## src/rtl/lsu_mem_if.sv

```systemverilog
// Load/store memory interface: one request at a time, bus address/data handshake,
// store strobe/lane replication, load right-justification, and a bus wait timeout.
module lsu_mem_if #(
    parameter int unsigned TIMEOUT_CYCLES = 255
) (
    input  logic        clk,
    input  logic        reset_n,
    input  logic        req_valid,
    output logic        req_ready,
    input  logic        req_we,
    input  logic [1:0]  req_size,
    input  logic [31:0] req_addr,
    input  logic [31:0] req_wdata,
    output logic        mem_valid,
    input  logic        mem_ready,
    output logic        mem_we,
    output logic [31:0] mem_addr,
    output logic [3:0]  mem_wstrb,
    output logic [31:0] mem_wdata,
    input  logic        mem_rvalid,
    input  logic [31:0] mem_rdata,
    output logic        rsp_valid,
    output logic [31:0] rsp_rdata,
    output logic        rsp_misaligned,
    output logic        rsp_timeout,
    output logic        busy
);

    localparam int unsigned CNT_W = $clog2(TIMEOUT_CYCLES + 1);

    typedef enum logic [1:0] {
        S_IDLE  = 2'd0,
        S_ADDR  = 2'd1,
        S_RDATA = 2'd2,
        S_RESP  = 2'd3
    } state_e;

    state_e             state_q, state_d;
    logic [CNT_W-1:0]   cnt_q, cnt_d;
    logic               we_q, we_d;
    logic [1:0]         size_q, size_d;
    logic [1:0]         off_q, off_d;
    logic               mem_valid_q, mem_valid_d;
    logic               mem_we_q, mem_we_d;
    logic [31:0]        mem_addr_q, mem_addr_d;
    logic [3:0]         mem_wstrb_q, mem_wstrb_d;
    logic [31:0]        mem_wdata_q, mem_wdata_d;
    logic               rsp_valid_q, rsp_valid_d;
    logic [31:0]        rsp_rdata_q, rsp_rdata_d;
    logic               rsp_mis_q, rsp_mis_d;
    logic               rsp_to_q, rsp_to_d;
    logic               req_ready_q, req_ready_d;
    logic               busy_q, busy_d;

    logic [1:0]         req_size_n;
    logic               req_mis;
    logic [31:0]        rd_mask;
    logic               cnt_expired;

    // State and output registers
    always_ff @(posedge clk or negedge reset_n) begin
        if (!reset_n) begin
            state_q     <= S_IDLE;
            cnt_q       <= '0;
            we_q        <= 1'b0;
            size_q      <= 2'd0;
            off_q       <= 2'd0;
            mem_valid_q <= 1'b0;
            mem_we_q    <= 1'b0;
            mem_addr_q  <= '0;
            mem_wstrb_q <= '0;
            mem_wdata_q <= '0;
            rsp_valid_q <= 1'b0;
            rsp_rdata_q <= '0;
            rsp_mis_q   <= 1'b0;
            rsp_to_q    <= 1'b0;
            req_ready_q <= 1'b1;
            busy_q      <= 1'b0;
        end else begin
            state_q     <= state_d;
            cnt_q       <= cnt_d;
            we_q        <= we_d;
            size_q      <= size_d;
            off_q       <= off_d;
            mem_valid_q <= mem_valid_d;
            mem_we_q    <= mem_we_d;
            mem_addr_q  <= mem_addr_d;
            mem_wstrb_q <= mem_wstrb_d;
            mem_wdata_q <= mem_wdata_d;
            rsp_valid_q <= rsp_valid_d;
            rsp_rdata_q <= rsp_rdata_d;
            rsp_mis_q   <= rsp_mis_d;
            rsp_to_q    <= rsp_to_d;
            req_ready_q <= req_ready_d;
            busy_q      <= busy_d;
        end
    end

    // Next state, request capture and registered-output next values
    always_comb begin
        state_d     = state_q;
        cnt_d       = cnt_q;
        we_d        = we_q;
        size_d      = size_q;
        off_d       = off_q;
        mem_we_d    = mem_we_q;
        mem_addr_d  = mem_addr_q;
        mem_wstrb_d = mem_wstrb_q;
        mem_wdata_d = mem_wdata_q;
        rsp_rdata_d = rsp_rdata_q;
        rsp_mis_d   = rsp_mis_q;
        rsp_to_d    = rsp_to_q;

        req_size_n  = (req_size == 2'd3) ? 2'd2 : req_size;
        req_mis     = ((req_size_n == 2'd1) && req_addr[0]) ||
                      ((req_size_n == 2'd2) && (req_addr[1:0] != 2'b00));
        cnt_expired = ((cnt_q + CNT_W'(1)) == CNT_W'(TIMEOUT_CYCLES));

        case (size_q)
            2'd0:    rd_mask = 32'h0000_00FF;
            2'd1:    rd_mask = 32'h0000_FFFF;
            default: rd_mask = 32'hFFFF_FFFF;
        endcase

        case (state_q)
            S_IDLE: begin
                if (req_valid) begin
                    we_d      = req_we;
                    size_d    = req_size_n;
                    off_d     = req_addr[1:0];
                    rsp_mis_d = 1'b0;
                    rsp_to_d  = 1'b0;
                    if (req_mis) begin
                        state_d     = S_RESP;
                        rsp_mis_d   = 1'b1;
                        rsp_rdata_d = '0;
                    end else begin
                        state_d    = S_ADDR;
                        cnt_d      = '0;
                        mem_we_d   = req_we;
                        mem_addr_d = {req_addr[31:2], 2'b00};
                        if (req_we) begin
                            case (req_size_n)
                                2'd0: begin
                                    mem_wstrb_d = 4'b0001 << req_addr[1:0];
                                    mem_wdata_d = {4{req_wdata[7:0]}};
                                end
                                2'd1: begin
                                    mem_wstrb_d = 4'b0011 << req_addr[1:0];
                                    mem_wdata_d = {2{req_wdata[15:0]}};
                                end
                                default: begin
                                    mem_wstrb_d = 4'b1111;
                                    mem_wdata_d = req_wdata;
                                end
                            endcase
                        end else begin
                            mem_wstrb_d = 4'b0000;
                            mem_wdata_d = '0;
                        end
                    end
                end
            end
            S_ADDR: begin
                if (mem_ready) begin
                    cnt_d = '0;
                    if (we_q) begin
                        state_d     = S_RESP;
                        rsp_rdata_d = '0;
                    end else begin
                        state_d = S_RDATA;
                    end
                end else if (cnt_expired) begin
                    state_d     = S_RESP;
                    rsp_to_d    = 1'b1;
                    rsp_rdata_d = '0;
                end else begin
                    cnt_d = cnt_q + CNT_W'(1);
                end
            end
            S_RDATA: begin
                if (mem_rvalid) begin
                    state_d     = S_RESP;
                    rsp_rdata_d = (mem_rdata >> {off_q, 3'b000}) & rd_mask;
                end else if (cnt_expired) begin
                    state_d     = S_RESP;
                    rsp_to_d    = 1'b1;
                    rsp_rdata_d = '0;
                end else begin
                    cnt_d = cnt_q + CNT_W'(1);
                end
            end
            default: begin
                state_d = S_IDLE;
            end
        endcase

        // Bus outputs are only meaningful during the address phase
        mem_valid_d = (state_d == S_ADDR);
        if (state_d != S_ADDR) begin
            mem_we_d    = 1'b0;
            mem_addr_d  = '0;
            mem_wstrb_d = '0;
            mem_wdata_d = '0;
        end
        rsp_valid_d = (state_d == S_RESP);
        req_ready_d = (state_d == S_IDLE);
        busy_d      = (state_d != S_IDLE);
    end

    assign req_ready      = req_ready_q;
    assign busy           = busy_q;
    assign mem_valid      = mem_valid_q;
    assign mem_we         = mem_we_q;
    assign mem_addr       = mem_addr_q;
    assign mem_wstrb      = mem_wstrb_q;
    assign mem_wdata      = mem_wdata_q;
    assign rsp_valid      = rsp_valid_q;
    assign rsp_rdata      = rsp_rdata_q;
    assign rsp_misaligned = rsp_mis_q;
    assign rsp_timeout    = rsp_to_q;

endmodule

```

## config.mk

```make
export PLATFORM = sky130hd
export DESIGN_NAME = lsu_mem_if
export DESIGN_NICKNAME = d
export VERILOG_FILES = /design/src/rtl/lsu_mem_if.sv
export SDC_FILE = /design/constraint.sdc
export NUM_CORES = 1
export LEC_CHECK = 0
export ABC_AREA = 1
export BUFFER_PORTS_ARGS = -buffer_cell sky130_fd_sc_hd__buf_2
export CAP_MARGIN = 20
export CELL_PAD_IN_SITES_DETAIL_PLACEMENT = 1
export CELL_PAD_IN_SITES_GLOBAL_PLACEMENT = 1
export CORE_MARGIN = 2
export CORE_UTILIZATION = 33
export DETAILED_ROUTE_END_ITERATION = 10
export PLACE_DENSITY_LB_ADDON = 0.25
export RECOVER_POWER = 50
export SYNTH_ARGS = -nofsm -noshare
export SYNTH_HDL_FRONTEND = slang
export SYNTH_SLANG_ARGS = --single-unit
```

## constraint.sdc

```tcl
create_clock -name clk -period 2.2 [get_ports clk]
set_clock_uncertainty 0.05 [all_clocks]
set_input_delay 0.55 -clock clk [delete_from_list [all_inputs] [get_ports clk]]
set_output_delay 0.55 -clock clk [all_outputs]
set_load 0.005 [all_outputs]
```

==> impl_metrics.tcl <==
set metrics [dict create \
    track_usage_pct 22.3 \
    dieHeight_um 142 \
    crit_chain "ha_4 -> nand2_2 -> nand2_1 -> nor2_1 -> nand3_2 -> nor2_2 -> nand2_2 -> nand2_1 -> nand2_2 -> a21oi_4 -> buf_12 -> nand2_4 -> buf_12 -> a21oi_1" \
    p_per_area_nw_per_um2 1270 \
    clockRootBuffer "clkbuf_16" \
    fin_crit_sh_pct 97.2 \
    die_area_sq_um 20100 \
    crit_top_cell "nand2_2" \
    h-tree-depth 4 \
    critPathKind "reg2reg" \
    synth.distinct_cells 32 \
    ir_drop_uv 611 \
    synthCells 804 \
    min_period_ps 2140 \
    relSlewSlack_pct -22.1 \
    hp-start "req_addr[21]" \
    status "complete, but fails checks" \
    ys_seq_area_share_pct 48.0 \
    grt.busiest_layer "met2" \
    vias_per_cell 5.18 \
    r2r_setup_slack_ps 60 \
    regToRegEndpoint "mem_addr[26]" \
    drive_above_1_share_pct 32.1 \
    critPathLaunchType "register" \
    hold_violations 0 \
    worst_r2r_path_depth 14 \
    coreArea_sq_um 18600 \
    dpl.hpwl_mm 15.8 \
    globalRouteMet2Util_pct 37.5 \
    maxSlewViolCount 28 \
    overflow 0 \
    drt-total-wl_mm 23.2 \
    drv_cap 1 \
    nFillCells 2317 \
    rr_startpoint "cnt_q[0]" \
    rsz0062_at_grt "true" \
    grt_pass1_vias 6676 \
    p_leak_nw 4.59 \
    ys_ff_latch 120 \
    synth_warnings 0 \
    fmax_mhz 468 \
    rows 50 \
    worstHoldEndpoint "mem_addr[21]" \
    antenna_found_initial 0 \
    io_buffers 208 \
    vias 6642 \
    tightest_slew_ps 1830 \
    crit_fanout 16 \
    syn_area_per_cell_sq_um 7.78 \
    start_util_pct 33.6 \
    cts_tree "yes" \
    synthFlopType "dfrtp_1" \
    crit_slowest_cell "dfrtp_2" \
    multi_input_area_sq_um 2850 \
    syn_to_final_growth_pct 40.6 \
    cp.required_ps 2490 \
    end_kind "register" \
    setup_viol 0 \
    gp_congestion 0.849 \
    violations "capacitance limit, slew limit" \
    die_w_um 142 \
    wire_per_inst_um 18.1 \
    ios 211 \
    grt_first_pass_wirelength_mm 35.2 \
    synthArstFlopShare_pct 100 \
    grt_max_degree 65 \
    insertion_delay_ps 420 \
    slowest_delay_ps 440 \
    finish.utilization_pct 47.2 \
    nNetsFinal 1146 \
    arrival_ps 2430 \
    worst_hold_path_type "in2reg" \
    hold_depth 3 \
    drt_iter0_drc 334 \
    drt-pass1-iter-count 4 \
    grt_use_met1_pct 28.2 \
    total_power_mw 11.1 \
    ctsLongestPathBuffers 2 \
    synth_edf_count 0 \
    clkSinkCount 120 \
    syn_area_sq_um 6250 \
    numCtsBuffers 17 \
    gr-usage-met3_pct 6.04 \
    seq_area_sq_um 3010 \
    clk_pin_slew_ps 60 \
    antenna_left 0 \
    drc 0 \
]
[logic make-up after synthesis]
kind of cell / count (synthesis) / synth area share, %
adder cells (fa/ha/maj): 6 / 1.20
AND/OR/NAND/NOR: 417 / 29.4
other: 1 / 0.0600
buffers and inverters: 127 / 8.72
AO/OA/AOI/OAI: 133 / 12.6
flip-flops: 120 / 48.0
[flip-flops by register name, indices dropped and copies added (netlist names), 2 cells and up]
register	cells
mem_wdata	32
mem_wstrb	4
size_q	2
rsp_rdata	32
state_q	2
mem_addr	30
off_q	2
cnt_q	8
[worst max-delay path, delay by kind of cell, from the launching register on]
family,cells,cell delay [ps]
DFF,1,440
adders and majority gates,1,190
and+or+nand+nor,9,750
buffers and inverters,2,300
AOI/OAI and AO/OA,2,310
[power breakdown]
part	switching, mW	internal, mW	total, mW	leakage (nW)
combinational	3.41	2.20	5.61	2.67
sequential	0.217	2.51	2.73	1.64
clock	1.10	1.70	2.80	0.283
total	4.73	6.41	11.1	4.59
[cells in the final DEF, fill, tap and decap left out, drive strengths merged, types with 4 or more instances in the layout]
master	count
clkbuf	25
o211ai	10
buf	259
ha	6
o31ai	7
a22oi	4
o21ai	41
nand2	233
a21oi	47
nor2	59
inv	72
o32ai	4
o22ai	15
dfrtp	119
clkinv	10
nor3	4
nand4	81
nand3	38
[stage by stage]
step / TNS (ps) / setup WS, ps / instances / area, sq um / hold WS [ps]
after global placement: 0 / 52.0 / 1235 / 7770 / 426
after detailed placement: -1050 / -73.8 / 1235 / 7770 / 435
after CTS: 0 / 4.48 / 1269 / 8440 / 23.6
after floorplan: 0 / 104 / 805 / 6260 / 204
after global routing: -1880 / -53.2 / 1282 / 8790 / 317
final: 0 / 62.4 / 1283 / 8800 / 315
[per-layer routing]
metal  up-vias  part of all wire (%)
met4         0                   1.9
met3        32                   6.4
met2       214                    49
met1      3232                    43
met5         -                     0
li1       3164                     -
[worst max path at each step]
| stage | slack (ps) | from | endpoint | cells past startpoint |
|---|---|---|---|---|
| CTS | 4 | cnt_q[0] | mem_wdata[24] | 14 |
| detailed placement | -70 | cnt_q[0] | mem_wdata[24] | 13 |
| finish | 60 | cnt_q[0] | mem_addr[26] | 14 |
| floorplan | 100 | state_q[0] | rsp_rdata[18] | 11 |
| global placement | 50 | cnt_q[0] | mem_wdata[3] | 13 |
| global route | -50 | cnt_q[0] | mem_addr[10] | 15 |
[cells in the mapped netlist (all sizes together), types with 6 or more instances]
master  count  area share (%)
clkbuf     29             1.7
nand4      81             8.1
buf        25             2.6
o21ai      41             3.3
dfrtp     119              48
ha          6             1.2
inv        69             4.1
nand3      38             3.0
o211ai     10             1.2
nor2       59             3.7
o22ai      15             1.5
a21oi      47             4.1
nand2     233              14
o31ai       7            0.84
[repair_timing]
action                                  in CTS  in global routing
endpoints found under the setup margin      58                102
cloned                                       1                  8
pin swaps                                    2                 13
gates resized for setup                      6                 45
setup buffers                                2                  6
hold buffers                                 0                  0
[area by class of cell]
class                           instances  area share, %
Clock buffer                           18           4.99
Timing Repair Buffer                  266           20.3
Tap cell                              234           3.33
Inverter                               73           3.12
Clock inverter                         13           1.66
Antenna cell                            1         0.0284
Multi-Input combinational cell        558           32.3
Sequential cell                       120           34.2
No activity file was read; power rests on OpenSTA's default activity.
